File: src/rtl/vdp_pkg.sv
// Shared VDP constants: name-table entry fields, row wrap, scroll lock and the
// line-buffer pixel word layout used by the background, sprite and scan-out stages.
package vdp_pkg;

  localparam int VDP_ROWS           = 224;
  localparam int HSCROLL_LOCK_LINES = 16;

  // Name-table entry bit positions (16-bit entry, [15:13] ignored)
  localparam int NT_TILE_MSB  = 8;
  localparam int NT_HFLIP_BIT = 9;
  localparam int NT_VFLIP_BIT = 10;
  localparam int NT_PAL_BIT   = 11;
  localparam int NT_PRIO_BIT  = 12;

  // Pixel word: {2'b0, prio, pal, color[3:0]}
  localparam int PIX_COLOR_LSB = 0;
  localparam int PIX_COLOR_W   = 4;
  localparam int PIX_PAL_BIT   = 4;
  localparam int PIX_PRIO_BIT  = 5;

  typedef enum logic [1:0] {
    BG_IDLE,
    BG_FETCH,
    BG_DRAIN,
    BG_DONE
  } bg_state_e;

  function automatic logic [7:0] pack_pixel(input logic prio, input logic pal,
                                            input logic [PIX_COLOR_W-1:0] color);
    logic [7:0] w;
    w = '0;
    w[PIX_COLOR_LSB +: PIX_COLOR_W] = color;
    w[PIX_PAL_BIT]  = pal;
    w[PIX_PRIO_BIT] = prio;
    return w;
  endfunction

endpackage

File: src/rtl/bg_pixel_shifter.sv
// Holds one tile column's four pattern planes and attributes; after a load it
// emits eight consecutive line-buffer write beats.
module bg_pixel_shifter
  import vdp_pkg::*;
(
  input  logic            clk,
  input  logic            reset,
  input  logic            load,
  input  logic [3:0][7:0] planes,
  input  logic            hflip,
  input  logic            pal,
  input  logic            prio,
  input  logic [7:0]      base_idx,
  output logic [7:0]      lb_idx,
  output logic [7:0]      lb_wrdata,
  output logic            lb_wren
);

  logic [3:0][7:0] planes_q, planes_d;
  logic            hflip_q, hflip_d;
  logic            pal_q, pal_d;
  logic            prio_q, prio_d;
  logic [7:0]      base_q, base_d;
  logic [2:0]      pix_q, pix_d;
  logic            active_q, active_d;
  logic [7:0]      idx_q, idx_d;
  logic [7:0]      data_q, data_d;
  logic            wren_q, wren_d;

  function automatic logic [PIX_COLOR_W-1:0] pix_color(input logic [3:0][7:0] pl,
                                                       input logic hf,
                                                       input logic [2:0] p);
    logic [2:0]             b;
    logic [PIX_COLOR_W-1:0] c;
    b = hf ? p : 3'd7 - p;
    for (int n = 0; n < PIX_COLOR_W; n++) c[n] = pl[n][b];
    return c;
  endfunction

  // A load emits pixel 0 straight from the inputs so columns stay back-to-back.
  always_comb begin
    planes_d = planes_q;
    hflip_d  = hflip_q;
    pal_d    = pal_q;
    prio_d   = prio_q;
    base_d   = base_q;
    pix_d    = pix_q;
    active_d = active_q;
    idx_d    = idx_q;
    data_d   = data_q;
    wren_d   = 1'b0;
    if (load) begin
      planes_d = planes;
      hflip_d  = hflip;
      pal_d    = pal;
      prio_d   = prio;
      base_d   = base_idx;
      pix_d    = 3'd1;
      active_d = 1'b1;
      wren_d   = 1'b1;
      idx_d    = base_idx;
      data_d   = pack_pixel(prio, pal, pix_color(planes, hflip, 3'd0));
    end else if (active_q) begin
      wren_d   = 1'b1;
      idx_d    = base_q + {5'd0, pix_q};
      data_d   = pack_pixel(prio_q, pal_q, pix_color(planes_q, hflip_q, pix_q));
      pix_d    = pix_q + 3'd1;
      active_d = (pix_q != 3'd7);
    end
  end

  always_ff @(posedge clk or posedge reset) begin
    if (reset) begin
      planes_q <= '0;
      hflip_q  <= 1'b0;
      pal_q    <= 1'b0;
      prio_q   <= 1'b0;
      base_q   <= '0;
      pix_q    <= '0;
      active_q <= 1'b0;
      idx_q    <= '0;
      data_q   <= '0;
      wren_q   <= 1'b0;
    end else begin
      planes_q <= planes_d;
      hflip_q  <= hflip_d;
      pal_q    <= pal_d;
      prio_q   <= prio_d;
      base_q   <= base_d;
      pix_q    <= pix_d;
      active_q <= active_d;
      idx_q    <= idx_d;
      data_q   <= data_d;
      wren_q   <= wren_d;
    end
  end

  assign lb_idx    = idx_q;
  assign lb_wrdata = data_q;
  assign lb_wren   = wren_q;

endmodule

File: src/rtl/vdp_bg_render.sv
// Background tile-layer line renderer: fetches name-table entries and pattern
// planes for one scanline from VRAM and streams 256 pixels into the line buffer.
//
// state    | meaning
// ---------+-------------------------------------------------------------
// BG_IDLE  | waiting for start; scroll/line/base captured on acceptance
// BG_FETCH | 256 slots, column = slot[7:3], k = slot[2:0]
// BG_DRAIN | last column's 8 pixels leave the shifter
// BG_DONE  | one-cycle done pulse, back to idle
module vdp_bg_render
  import vdp_pkg::*;
(
  input  logic        clk,
  input  logic        reset,
  input  logic        start,
  input  logic [7:0]  line,
  input  logic [7:0]  hscroll,
  input  logic [7:0]  vscroll,
  input  logic        hscroll_lock_top,
  input  logic [2:0]  nt_base,
  output logic [13:0] vram_addr,
  input  logic [7:0]  vram_rddata,
  output logic [7:0]  lb_idx,
  output logic [7:0]  lb_wrdata,
  output logic        lb_wren,
  output logic        busy,
  output logic        done
);

  bg_state_e state_q, state_d;
  logic [7:0]      slot_q, slot_d;
  logic [7:0]      line_q, hscroll_q, vscroll_q;
  logic            lock_q;
  logic [2:0]      nt_base_q;
  logic [7:0]      nt_lo_q;
  logic [4:0]      nt_hi_q;
  logic [3:0][7:0] planes_q;
  logic [13:0]     addr_hold_q;

  logic [4:0]  col;
  logic [2:0]  k;
  logic [8:0]  y_raw, y_one, y_wr;
  logic [4:0]  tile_row;
  logic [2:0]  fine_y, pat_row;
  logic [4:0]  entry_hi;
  logic [8:0]  tile;
  logic [7:0]  hs_eff;
  logic [13:0] addr_cur;
  logic        shift_load;

  assign col = slot_q[7:3];
  assign k   = slot_q[2:0];

  // Line + vscroll can reach 446, so one or two row wraps bring it into 0..223.
  always_comb begin
    y_raw = {1'b0, line_q} + {1'b0, vscroll_q};
    y_one = (y_raw >= 9'(VDP_ROWS)) ? y_raw - 9'(VDP_ROWS) : y_raw;
    y_wr  = (y_one >= 9'(VDP_ROWS)) ? y_one - 9'(VDP_ROWS) : y_one;
  end

  assign tile_row = y_wr[7:3];
  assign fine_y   = y_wr[2:0];

  // The high entry byte is still on the bus during slot 2, so bypass it there.
  assign entry_hi = (k == 3'd2) ? vram_rddata[4:0] : nt_hi_q;
  assign tile     = {entry_hi[NT_TILE_MSB-8], nt_lo_q};
  assign pat_row  = entry_hi[NT_VFLIP_BIT-8] ? 3'd7 - fine_y : fine_y;

  assign hs_eff = (lock_q && (line_q < 8'(HSCROLL_LOCK_LINES))) ? 8'd0 : hscroll_q;

  always_comb begin
    addr_cur = addr_hold_q;
    if (state_q == BG_FETCH) begin
      case (k)
        3'd0:                      addr_cur = {nt_base_q, tile_row, col, 1'b0};
        3'd1:                      addr_cur = {nt_base_q, tile_row, col, 1'b1};
        3'd2, 3'd3, 3'd4, 3'd5:    addr_cur = {tile, pat_row, k[1:0] - 2'd2};
        default:                   addr_cur = addr_hold_q;
      endcase
    end
  end

  assign vram_addr  = addr_cur;
  assign shift_load = (state_q == BG_FETCH) && (k == 3'd7);

  always_comb begin
    state_d = state_q;
    slot_d  = slot_q;
    case (state_q)
      BG_IDLE: begin
        if (start) begin
          state_d = BG_FETCH;
          slot_d  = 8'd0;
        end
      end
      BG_FETCH: begin
        slot_d = slot_q + 8'd1;
        if (slot_q == 8'd255) state_d = BG_DRAIN;
      end
      BG_DRAIN: begin
        slot_d = slot_q + 8'd1;
        if (slot_q == 8'd7) state_d = BG_DONE;
      end
      BG_DONE: state_d = BG_IDLE;
      default: state_d = BG_IDLE;
    endcase
  end

  always_ff @(posedge clk or posedge reset) begin
    if (reset) begin
      state_q     <= BG_IDLE;
      slot_q      <= '0;
      line_q      <= '0;
      hscroll_q   <= '0;
      vscroll_q   <= '0;
      lock_q      <= 1'b0;
      nt_base_q   <= '0;
      nt_lo_q     <= '0;
      nt_hi_q     <= '0;
      planes_q    <= '0;
      addr_hold_q <= '0;
    end else begin
      state_q     <= state_d;
      slot_q      <= slot_d;
      addr_hold_q <= addr_cur;
      if (state_q == BG_IDLE && start) begin
        line_q    <= line;
        hscroll_q <= hscroll;
        vscroll_q <= vscroll;
        lock_q    <= hscroll_lock_top;
        nt_base_q <= nt_base;
      end
      if (state_q == BG_FETCH) begin
        if (k == 3'd1) nt_lo_q <= vram_rddata;
        if (k == 3'd2) nt_hi_q <= vram_rddata[4:0];
        if (k >= 3'd3 && k <= 3'd6) planes_q[k[1:0] + 2'd1] <= vram_rddata;
      end
    end
  end

  bg_pixel_shifter u_shifter (
    .clk       (clk),
    .reset     (reset),
    .load      (shift_load),
    .planes    (planes_q),
    .hflip     (nt_hi_q[NT_HFLIP_BIT-8]),
    .pal       (nt_hi_q[NT_PAL_BIT-8]),
    .prio      (nt_hi_q[NT_PRIO_BIT-8]),
    .base_idx  ({col, 3'b000} + hs_eff),
    .lb_idx    (lb_idx),
    .lb_wrdata (lb_wrdata),
    .lb_wren   (lb_wren)
  );

  assign busy = (state_q == BG_FETCH) || (state_q == BG_DRAIN);
  assign done = (state_q == BG_DONE);

endmodule

File: config.mk
export PLATFORM = sky130hd
export DESIGN_NAME = vdp_bg_render
export DESIGN_NICKNAME = d
export VERILOG_FILES = /design/src/rtl/vdp_pkg.sv /design/src/rtl/bg_pixel_shifter.sv /design/src/rtl/vdp_bg_render.sv
export SDC_FILE = /design/constraint.sdc
export NUM_CORES = 1
export LEC_CHECK = 0
export CORE_UTILIZATION = 35
export CTS_CLUSTER_SIZE = 20
export DETAILED_ROUTE_END_ITERATION = 16
export SETUP_SLACK_MARGIN = 0.15
export SKIP_CTS_REPAIR_TIMING = 1
export SYNTH_ARGS = -nofsm -noshare
export SYNTH_HDL_FRONTEND = slang
export SYNTH_SLANG_ARGS = --single-unit
export TNS_END_PERCENT = 5
File: constraint.sdc
create_clock -name clk -period 9 [get_ports clk]
set_input_delay 1.35 -clock clk [delete_from_list [all_inputs] [get_ports clk]]
set_output_delay 1.35 -clock clk [all_outputs]
set_load 0.01 [all_outputs]
# --- After elaboration in Yosys (flattened, before gate mapping) ---
# Cells that the tools add are included.
# Widths: inputs -> output; s select.
totals:
  reg_bits: 161
  input_bits: 39
  out_inout_bits: 33
  wordCells: 124
classes:
  addsub: 11
  n_lt_le_gt_ge: 9
  n_eq_ne: 15
  muxes: 44
  reduce_logical: 17
ops:
  columns: ["cell", "count"]
  rows:
  - ["$mux 8", 8]
  - ["$pmux 14 s3", 1]
  - ["$bwmux 32", 1]
  - ["$bmux 1 s3", 8]
  - ["$ge 9x8->1 const B", 2]
  - ["$mux 3", 6]
  - ["$demux 8 s2", 1]
  - ["$pmux 8 s2", 1]
  - ["$mux 14", 1]
  - ["$mux 1", 12]
  - ["$add 8x8->9", 1]
  - ["$eq 3x3->1 const B", 3]
  - ["$mux 9", 1]
  - ["$sub 9x8->9 const B", 1]
  - ["$add 8x1->8 const B", 1]
  - ["$add 8x3->8", 1]
  - ["$add 8x8->8", 1]
  - ["$eq 8x3->1 const B", 1]
  - ["$eq 8x8->1 const B", 1]
  - ["$lt 3x4->1 const B", 2]
  - ["$lt 8x5->1 const B", 1]
  - ["$pmux 2 s4", 1]
  - ["$reduce_and 2->1", 4]
  - ["$sub 8x8->8 const B", 1]
  - ["24 further kinds", 35]

# --- Depth between registers and ports, before layout ---
# Gate-level depths: netlist of the first run.
logic_depth:
  depth_word: 9
  mapped_depth: 16
  mapped_depth_nobuf: 15

# --- By module ---
# From an unflattened synthesis of the first run, not the netlist that was laid out.
hier_totals:
  cells_unflattened: 669
  area_unflattened_um2: 8037.7
modules_own_cells:
  columns: ["module", "instances", "cells_per_inst", "area_per_inst_um2", "seq_area_each_um2"]
  rows:
  - ["vdp_bg_render", 1, 396, 4828.4, 2427.3]
  - ["bg_pixel_shifter", 1, 273, 3209.3, 1551.5]

# --- Least setup slack after synthesis of the first run ---
# OpenSTA, ideal clock, no wires.
synth_path:
  kind: "reg2out"
  from: "register line_q[0]"
  to: "output port vram_addr[9]"
  arrival_ns: 3.353
  required_time_ns: 7.650
  slack_ns: 4.297
  path_stages_with_launch: 17
  n_path_buf: 1
  path_cell_list: "dfrtp_1 > ha_1 > inv_1 > fa_1 > nor2b_4 > o311ai_0 > o311ai_4 > ha_1 > buf_1 > and3_1 > nor2_1 > xnor2_1 > ha_1 > nor2b_1 > o21ai_0 > and4b_1 > o31ai_2"
synth_between:
  elab_chain_cells: 7
  word_cells_on_any_way: 9
  cone_classes: "add/sub: 3; order compare: 2; mux: 4"
synth_rtl:
  columns: ["item", "line_no", "text"]
  rows:
  - ["start, declared", "vdp_bg_render.sv:32", "logic [7:0] line_q, hscroll_q, vscroll_q;"]
  - ["start signal, assigned", "vdp_bg_render.sv:127", "line_q <= line;"]
  - ["$add 8x8->9 *", "vdp_bg_render.sv:56", "y_raw = {1'b0, line_q} + {1'b0, vscroll_q};"]
  - ["$sub 9x8->9 / $ge 9x8->1 (equally long branches)", "vdp_bg_render.sv:57", "y_one = (y_raw >= 9'(VDP_ROWS)) ? y_raw - 9'(VDP_ROWS) : y_raw;"]
  - ["$mux 9 *", "vdp_bg_render.sv:57", null]
  - ["$sub 8x8->8 / $ge 9x8->1 (equally long branches)", "vdp_bg_render.sv:58", "y_wr = (y_one >= 9'(VDP_ROWS)) ? y_one - 9'(VDP_ROWS) : y_one;"]
  - ["$mux 8 *", "vdp_bg_render.sv:58", null]
  - ["$pmux 14 s3 *", "vdp_bg_render.sv:74", "case (k)"]
  - ["$mux 14 *", "vdp_bg_render.sv:73", "if (state_q == BG_FETCH) begin"]
  - ["end, declared", "vdp_bg_render.sv:21", "output logic [13:0] vram_addr,"]
# Mark *: on every way between the ends. The rest lies on a longest branch, timed or not.

# --- Worst setup path in the final report of the first run ---
# Same ends and word-level chain as after synthesis.

==> results.sh, run 1 <==
export IMPL_min_path_cells=2
export IMPL_ys_flop_type="dfrtp_1"
export IMPL_first_iter_violations=207
export IMPL_place_congestion=0.868
export IMPL_fin_skew_ns=0.0106
export IMPL_async_reset_ff_share_pct=100
export IMPL_cts_reportedPaths_clkPinSlew_ns=0.07
export IMPL_fmax_mhz=166
export IMPL_yosys_area_share_simple_pct=13.7
export IMPL_r2r_slack_ns=5.24
export IMPL_synth_enable_flop_cells=0
export IMPL_port_buffers=69
export IMPL_wire_per_inst_um=16.2
export IMPL_grt_antenna_before_repair=0
export IMPL_hold_path_class="flop to flop"
export IMPL_rsz0062_at_grt="false"
export IMPL_start_util_pct=35.7
export IMPL_area_growth_pct=20.0
export IMPL_hold_violations=0
export IMPL_fp_dieH_um=151
export IMPL_yosysTopAreaCell="dfrtp_1"
export IMPL_fill_cells=2089
export IMPL_critPathKind="flop to output port"
export IMPL_hold_ws_ns=0.458
export IMPL_hp_start="planes_q[2]$_DFFE_PP0P_"
export IMPL_avgSynthCellArea_um2=10.9
export IMPL_critPathArrivalTime_ns=4.66
export IMPL_reg2reg_to="addr_hold_q[9]$_DFF_PP0_"
export IMPL_synthAdderAreaFrac_pct=5.57
export IMPL_diodes=0
export IMPL_post_route_period_util_pct=66.8
export IMPL_synth_cell_types=64
export IMPL_num_vias=5383
export IMPL_drv_cap=0
export IMPL_muxShareOfSynthArea_pct=15.2
export IMPL_status="completed"
export IMPL_regArea_mm2=0.00398
export IMPL_required_ns=7.65
export IMPL_critPathLaunchType="flop"
export IMPL_drt_pass1_iterations=4
export IMPL_post_route_cells_drive_above_1_share_pct=17.2
export IMPL_die_w_um=151
export IMPL_cts_tree="yes"
export IMPL_cts_path_max_buffers=2
export IMPL_netlist_instances=715
export IMPL_grt_remaining_overflow=0
export IMPL_multi_input_area_mm2=0.00365
export IMPL_post_route_min_period_ns=6.01
export IMPL_fp_dieArea_mm2=0.0229
export IMPL_fin_tns_setup_ns=0
export IMPL_power_total_mw=1.56
export IMPL_yosys_top_cells_area="dfrtp_1 (51%), mux2_2 (11%), nand2_1 (7.5%)"
export IMPL_grt_total_usage_pct=16.4
export IMPL_cp_end_kind="output port"
export IMPL_clk_latency_ns=0.43
export IMPL_grt_pass1_vias=5381
export IMPL_cts_buffers=17
export IMPL_layout_nets=850
export IMPL_placementRows=54
export IMPL_via_per_inst=5.03
export IMPL_synth_top_family_by_area="multiplexers"
export IMPL_synth_area_mm2=0.00782
export IMPL_drv_slew=0
export IMPL_root_buffer="clkbuf_16"
export IMPL_grt_first_pass_wirelength_um=28900
export IMPL_slew_headroom_pct=29.7
export IMPL_r2r_start="line_q[0]$_DFFE_PP0P_"
export IMPL_yosysWarnings=0
export IMPL_p_leak_nw=4.45
export IMPL_netlist_top_cells_count="dfrtp_1 (159), nand2_1 (156), mux2_2 (77)"
export IMPL_finalSetupViolCount=0
export IMPL_synth_xor_area_share_pct=2.24
export IMPL_reg2reg_depth=15
export IMPL_synth_compound_area_share_pct=9.81
export IMPL_postRouteAntennaNets=0
export IMPL_worstPathMaxFanout=9
export IMPL_p_per_area_mw_per_mm2=166
export IMPL_coreArea_mm2=0.0219
export IMPL_htreeDepth=4
export IMPL_yosysMostFrequentCell="dfrtp_1"
export IMPL_synth_top_area_share_pct=50.9
export IMPL_peakVddDrop_mv=0.0976
export IMPL_post_route_util_pct=42.9
export IMPL_hold_end="u_shifter.planes_q[2]$_DFFE_PP0P_"
export IMPL_ys_ff_latch=159
export IMPL_tightest_slew_ns=1.05
export IMPL_drcViolationCount=0
export IMPL_dpl_hpwl_um=11700
export IMPL_grt_max_degree=109
export IMPL_totalWireLength_um=17300
export IMPL_cts_sinks=159
export IMPL_ys_seq_area_share_pct=50.9
export IMPL_io_pins=72
## per-stage QoR
| step | setup WS (ns) | area (µm²) | cells |
|---|---|---|---|
| after global placement | 3.58 | 8790 | 1039 |
| after detailed placement | 3.48 | 8790 | 1039 |
| final | 2.99 | 9380 | 1071 |
| after global routing | 2.57 | 9380 | 1071 |
| after floorplan | 3.36 | 7820 | 716 |
| after CTS | 3.01 | 9380 | 1071 |
## kinds of logic after synthesis
| family | Yosys count |
|---|---|
| fa+ha+maj | 33 |
| buf+inv | 51 |
| compound gates | 108 |
| mux | 99 |
| other cells | 1 |
| flops | 159 |
| xor+xnor | 20 |
| simple gates | 244 |
## worst max-delay path, stage by stage, from the launching register on
cell and delay, ns:
dfrtp_1 0.38, ha_1 0.23, inv_1 0.07, fa_1 0.24
nor2b_4 0.06, o311ai_0 0.51, o311ai_4 0.25, ha_1 0.34
and3_1 0.21, nor2_1 0.15, xnor2_1 0.14, ha_1 0.29
nor2b_1 0.15, o21ai_0 0.11, and4b_1 0.24, o31ai_2 0.27
clkdlybuf4s50_1 0.60
## layout make-up
cell class	instances	share of cell area, %
clock buffers	17	4.53
clock inverters	15	1.79
inverters	19	0.814
multi-input cells	506	38.9
flip-flops and latches	159	42.4
well taps	280	3.73
repair buffers	75	7.84
## registers in the layout (all words and copies together), names as in the netlist, 2 cells and up
signal	flops
addr_hold_q	14
hscroll_q	8
line_q	8
nt_base_q	3
nt_hi_q	5
nt_lo_q	8
planes_q	32
slot_q	8
state_q	2
u_shifter.base_q	8
u_shifter.lb_idx	8
u_shifter.lb_wrdata	6
u_shifter.pix_q	3
u_shifter.planes_q	32
vscroll_q	8
## routing by layer
metal	GRT usage [%]	up-vias	share of wire, %
met2	24.1	106	44
met5	0	-	0
met3	3.89	13	3.8
met4	4.50	0	0.81
met1	24.0	2642	52
li1	-	2622	-
## cell usage in the layout (no fill, tap or decap), types with 4 or more instances in the layout
master	count
a21o_1	9
a21oi_1	16
a221oi_1	7
a22oi_1	5
and2_1	6
and3_1	4
buf_4	6
clkbuf_16	17
clkdlybuf4s50_1	69
dfrtp_1	159
ha_1	30
inv_1	18
inv_6	6
inv_8	5
mux2_2	77
mux2i_1	14
mux4_2	8
nand2_1	156
nand3_1	12
nand4_1	4
nor2_1	32
nor2b_1	9
o211ai_1	5
o21ai_0	33
or3_1	5
xnor2_1	12
xor2_1	8
## how the worst max path moves through the flow
stage                               start                  endpoint  slack [ns]  depth (start not counted)
finish              line_q[0]$_DFFE_PP0P_              vram_addr[9]        2.99                         16
global placement    line_q[0]$_DFFE_PP0P_              vram_addr[9]        3.58                         16
floorplan                           reset  addr_hold_q[0]$_DFF_PP0_        3.36                          1
detailed placement  line_q[0]$_DFFE_PP0P_              vram_addr[9]        3.48                         16
global route        line_q[0]$_DFFE_PP0P_              vram_addr[9]        2.57                         16
CTS                 line_q[0]$_DFFE_PP0P_              vram_addr[9]        3.01                         16
## power breakdown
group,leakage [nW],internal (mW),switching (mW),total [mW]
registers,1.95,0.735,0.0120,0.747
clock network,0.292,0.397,0.337,0.734
logic,2.21,0.0407,0.0366,0.0773
Power figures use the tool's default switching activity.
==> inputs of run 2 (changes only) <==
- clock period: 9 -> 5.95 ns (I/O delays scaled with it)
==> results.sh, run 2 (synthesis gave the netlist of run 1 again) <==
export IMPL_status="completed"
export IMPL_diodes=0
export IMPL_grt_pass1_vias=5445
export IMPL_r2r_start="line_q[0]$_DFFE_PP0P_"
export IMPL_grt_remaining_overflow=0
export IMPL_dpl_hpwl_um=11800
export IMPL_pre_cts_ws_ns=0.870
export IMPL_post_route_cells_drive_above_1_share_pct=17.4
export IMPL_reg2reg_to="addr_hold_q[9]$_DFF_PP0_"
export IMPL_num_vias=5485
export IMPL_reg2reg_depth=15
export IMPL_start_util_pct=35.7
export IMPL_grt_antenna_before_repair=0
export IMPL_p_leak_nw=4.49
export IMPL_cts_reportedPaths_clkPinSlew_ns=0.06
export IMPL_rsz0062_at_grt="false"
export IMPL_grt_max_degree=65
export IMPL_totalWireLength_um=17200
export IMPL_place_area_mm2=0.00880
export IMPL_power_total_mw=2.49
export IMPL_fin_area_mm2=0.00947
export IMPL_hold_path_class="flop to flop"
export IMPL_hold_end="u_shifter.planes_q[18]$_DFFE_PP0P_"
export IMPL_layout_nets=851
export IMPL_wire_per_inst_um=16.1
export IMPL_root_buffer="clkbuf_16"
export IMPL_coreArea_mm2=0.0219
export IMPL_drt_pass1_iterations=4
export IMPL_peakVddDrop_mv=0.155
export IMPL_placementRows=54
export IMPL_cts_sinks=159
export IMPL_critPathArrivalTime_ns=4.60
export IMPL_finalWorstSetupSlack_ns=0.460
export IMPL_critPathKind="flop to output port"
export IMPL_drv_slew=0
export IMPL_clk_latency_ns=0.43
export IMPL_fin_skew_ns=0.00862
export IMPL_r2r_slack_ns=2.26
export IMPL_critPathLaunchType="flop"
export IMPL_grt_total_usage_pct=16.5
export IMPL_fill_cells=2114
export IMPL_hp_start="planes_q[18]$_DFFE_PP0P_"
export IMPL_area_growth_pct=21.1
export IMPL_first_iter_violations=311
export IMPL_cp_end_kind="output port"
export IMPL_largestRegisters="planes_q (32), u_shifter.planes_q (32), addr_hold_q (14)"
export IMPL_port_buffers=69
export IMPL_via_per_inst=5.12
export IMPL_post_route_util_pct=43.2
export IMPL_post_route_min_period_ns=5.49
export IMPL_finalSetupViolCount=0
export IMPL_htreeDepth=4
export IMPL_final_common_cell="dfrtp_1"
export IMPL_drv_cap=0
export IMPL_postRouteAntennaNets=0
export IMPL_post_route_period_util_pct=92.3
export IMPL_io_pins=72
export IMPL_fin_tns_setup_ns=0
export IMPL_hold_violations=0
export IMPL_required_ns=5.06
export IMPL_grt_first_pass_wirelength_um=28900
export IMPL_min_path_cells=2
export IMPL_tightest_slew_ns=1.00
export IMPL_fmax_mhz=182
export IMPL_cts_tree="yes"
export IMPL_cts_buffers=17
export IMPL_cts_path_max_buffers=2
export IMPL_drcViolationCount=0
export IMPL_fp_dieH_um=151
export IMPL_p_per_area_mw_per_mm2=264
export IMPL_final_cell_mix="dfrtp_1 (159), nand2_1 (156), mux2_2 (77)"
export IMPL_slew_headroom_pct=32.8
export IMPL_worstPathMaxFanout=9
export IMPL_place_congestion=0.839
export IMPL_fp_dieArea_mm2=0.0229
export IMPL_die_w_um=151
[run 2: cell count changes in the layout (fill, tap and decap cells not counted)]
cell and change:
bufinv_16 +4, inv_8 -3, inv_6 +2, buf_4 +1
clkinv_2 -1, clkinv_4 -1, clkinv_8 -1, ha_1 -1
ha_2 +1, o311ai_0 -1, o311ai_1 +1
[run 2: cell type report]
cell class                      instances  area, µm²  area share (%)
Tap cell                              280        350            3.70
Multi-Input combinational cell        506       3650            38.6
Clock buffer                           17        425            4.49
Clock inverter                         15        241            2.55
Sequential cell                       159       3980            42.0
Timing Repair Buffer                   76        743            7.85
Inverter                               19       76.3           0.806
[run 2: worst max-delay path by stage]
stage	start	to	slack, ns	cells past startpoint
CTS	line_q[0]$_DFFE_PP0P_	vram_addr[9]	0.36	16
global placement	line_q[0]$_DFFE_PP0P_	vram_addr[9]	0.96	16
global route	line_q[0]$_DFFE_PP0P_	vram_addr[9]	0.20	16
detailed placement	line_q[0]$_DFFE_PP0P_	vram_addr[9]	0.87	16
floorplan	reset	addr_hold_q[0]$_DFF_PP0_	0.77	1
finish	line_q[0]$_DFFE_PP0P_	vram_addr[9]	0.46	16
[run 2: power by group]
part / switching, mW / internal (mW)
Combinational: 0.0555 / 0.0620
Sequential: 0.0180 / 1.11
Clock: 0.486 / 0.760
Total: 0.560 / 1.93
[run 2: critical path: stages, from the launching register on]
cell	delay [ns]
dfrtp_1	0.38
ha_1	0.24
inv_1	0.08
fa_1	0.25
nor2b_4	0.06
o31a_1	0.29
o311ai_4	0.39
ha_2	0.36
and3_1	0.25
nor2_1	0.08
xnor2_1	0.12
ha_1	0.27
nor2b_1	0.15
o21ai_0	0.19
a31oi_1	0.12
o31ai_2	0.34
clkdlybuf4s50_1	0.60
[run 2: metal layers]
metal	wire [µm]	vias up	track usage, %
li1	-	2649	-
met1	8530	2705	23.5
met2	7780	117	24.9
met3	693	14	3.37
met4	199	0	5.20
met5	0	-	0
[run 2: stage by stage]
| stage | hold slack (ns) | cells |
|---|---|---|
| CTS | 0.456 | 1072 |
| floorplan | 0.433 | 716 |
| finish | 0.456 | 1072 |
| global placement | 0.441 | 1040 |
| global route | 0.474 | 1072 |
| detailed placement | 0.441 | 1040 |
==> inputs of run 3 (changes only) <==
- CORE_UTILIZATION: 35 -> 58
- PLACE_DENSITY: unset -> 0.8
==> results.sh, run 3 (synthesis gave the netlist of run 1 again) <==
export IMPL_status="completed"
export IMPL_port_buffers=69
export IMPL_largestRegisters="planes_q (32), u_shifter.planes_q (32), addr_hold_q (14)"
export IMPL_final_cell_mix="dfrtp_1 (159), nand2_1 (156), mux2_2 (77)"
export IMPL_place_congestion=0.899
export IMPL_p_per_area_mw_per_mm2=254
export IMPL_fin_area_mm2=0.00927
export IMPL_die_w_um=118
export IMPL_area_growth_pct=18.6
export IMPL_io_pins=72
export IMPL_grt_pass1_vias=5989
export IMPL_rsz0062_at_grt="false"
export IMPL_grt_first_pass_wirelength_um=29700
export IMPL_wire_per_inst_um=18.3
export IMPL_crit_top_cell="ha_1"
export IMPL_htreeDepth=4
export IMPL_clk_latency_ns=0.43
export IMPL_peakVddDrop_mv=0.209
export IMPL_critPathLaunchType="flop"
export IMPL_cts_path_max_buffers=2
export IMPL_grt_antenna_before_repair=0
export IMPL_regArea_mm2=0.00398
export IMPL_multi_input_area_mm2=0.00366
export IMPL_drv_slew=0
export IMPL_fin_tns_setup_ns=0
export IMPL_grt_remaining_overflow=0
export IMPL_cts_reportedPaths_clkPinSlew_ns=0.06
export IMPL_p_leak_nw=4.45
export IMPL_layout_nets=850
export IMPL_post_route_min_period_ns=5.53
export IMPL_fill_cells=924
export IMPL_hold_path_class="flop to flop"
export IMPL_critPathArrivalTime_ns=4.64
export IMPL_slew_headroom_pct=28.4
export IMPL_post_route_cells_drive_above_1_share_pct=16.8
export IMPL_worstPathMaxFanout=9
export IMPL_fin_skew_ns=0.00650
export IMPL_final_common_cell="dfrtp_1"
export IMPL_tightest_slew_ns=1.07
export IMPL_dpl_hpwl_um=11900
export IMPL_first_iter_violations=486
export IMPL_placementRows=42
export IMPL_drcViolationCount=0
export IMPL_grt_max_degree=114
export IMPL_place_area_mm2=0.00866
export IMPL_root_buffer="clkbuf_16"
export IMPL_fp_dieH_um=118
export IMPL_fmax_mhz=181
export IMPL_coreArea_mm2=0.0132
export IMPL_start_util_pct=59.3
export IMPL_postRouteAntennaNets=0
export IMPL_drt_pass1_iterations=6
export IMPL_post_route_period_util_pct=93.0
export IMPL_cp_end_kind="output port"
export IMPL_critPathKind="flop to output port"
export IMPL_grt_total_usage_pct=27.4
export IMPL_finalSetupViolCount=0
export IMPL_diodes=0
export IMPL_via_per_inst=5.95
export IMPL_cts_tree="yes"
export IMPL_cp_buffers_inverters=1
export IMPL_max_stage_delay_ns=0.60
export IMPL_cpMaxStageDelayCell="clkdlybuf4s50_1"
export IMPL_drv_cap=0
export IMPL_required_ns=5.06
export IMPL_path_cells="ha_1 -> a211o_1 -> and2_1 -> o311ai_4 -> ha_4 -> and3_1 -> nor2_1 -> xnor2_1 -> ha_1 -> nor2b_1 -> o21ai_0 -> a31oi_1 -> o31ai_2 -> clkdlybuf4s50_1"
export IMPL_crit_family="compound AO/OA/AOI/OAI gates"
export IMPL_cts_buffers=17
export IMPL_totalWireLength_um=17700
export IMPL_hold_violations=0
export IMPL_fp_dieArea_mm2=0.0139
export IMPL_cts_sinks=159
export IMPL_num_vias=5736
==> run 3: changes by cell type in the layout (fill, tap and decap cells not counted) <==
cell and delta:
inv_6 -7, bufinv_16 -2, ha_4 +1, clkbuf_1 +2, inv_8 -2, ha_2 -1
buf_4 -1, clkbuf_8 +4, clkinv_2 +2
==> run 3: power breakdown <==
| group | internal [mW] | switching [mW] |
|---|---|---|
| clock | 0.696 | 0.409 |
| combinational | 0.0616 | 0.0570 |
| sequential | 1.11 | 0.0193 |
==> run 3: layout make-up <==
class | instances | share of cell area [%]
tap | 176 | 2.38
timing repair buffer | 75 | 7.94
clock buffer | 23 | 5.27
sequential | 159 | 42.9
clock inverter | 6 | 1.16
inverter | 19 | 0.824
multi-input combinational | 506 | 39.5
==> run 3: path summary, 6_finish.rpt <==
kind	start	to	slack [ns]	cells past startpoint
worst min register to register	planes_q[10]$_DFFE_PP0P_	u_shifter.planes_q[10]$_DFFE_PP0P_	0.46	2
worst min-delay path	planes_q[10]$_DFFE_PP0P_	u_shifter.planes_q[10]$_DFFE_PP0P_	0.46	2
max in group asynchronous	reset	vscroll_q[1]$_DFFE_PP0P_	3.65	3
min in group asynchronous	reset	u_shifter.lb_idx[0]$_DFFE_PP0P_	1.05	2
worst max-delay path	line_q[1]$_DFFE_PP0P_	vram_addr[9]	0.42	14
worst max register to register	line_q[1]$_DFFE_PP0P_	addr_hold_q[9]$_DFF_PP0_	2.22	13
==> run 3: worst reg2reg max path, stage by stage (launching register included) <==
cell	delay [ns]
dfrtp_1	0.40
ha_1	0.32
a211o_1	0.33
and2_1	0.19
o311ai_4	0.49
ha_4	0.27
and3_1	0.24
nor2_1	0.08
xnor2_1	0.13
ha_1	0.27
nor2b_1	0.17
o21ai_0	0.27
a31oi_1	0.16
o31ai_2	0.30
==> run 3: layer usage <==
layer | track usage (%) | up-vias | wire length [µm] | part of all wire, %
li1 | - | 2616 | - | -
met1 | 33.9 | 2866 | 7280 | 41
met2 | 47.2 | 207 | 9090 | 51
met3 | 4.60 | 47 | 842 | 4.8
met4 | 12.1 | 0 | 465 | 2.6
met5 | 0 | - | 0 | 0
==> run 3: through the flow <==
stage          instances  power [mW]  hold slack [ns]  setup slack [ns]  util, %
3_5_place_dp         935        1.27            0.448             0.772     65.6
2_1_floorplan        716        1.21            0.433             0.766        -
6_report             964        2.36            0.463             0.417     70.3
4_1_cts              964        2.37            0.462             0.276     70.2
3_3_place_gp         935        1.26            0.442              1.07     65.6
5_1_grt              964        2.43            0.486             0.144     70.3
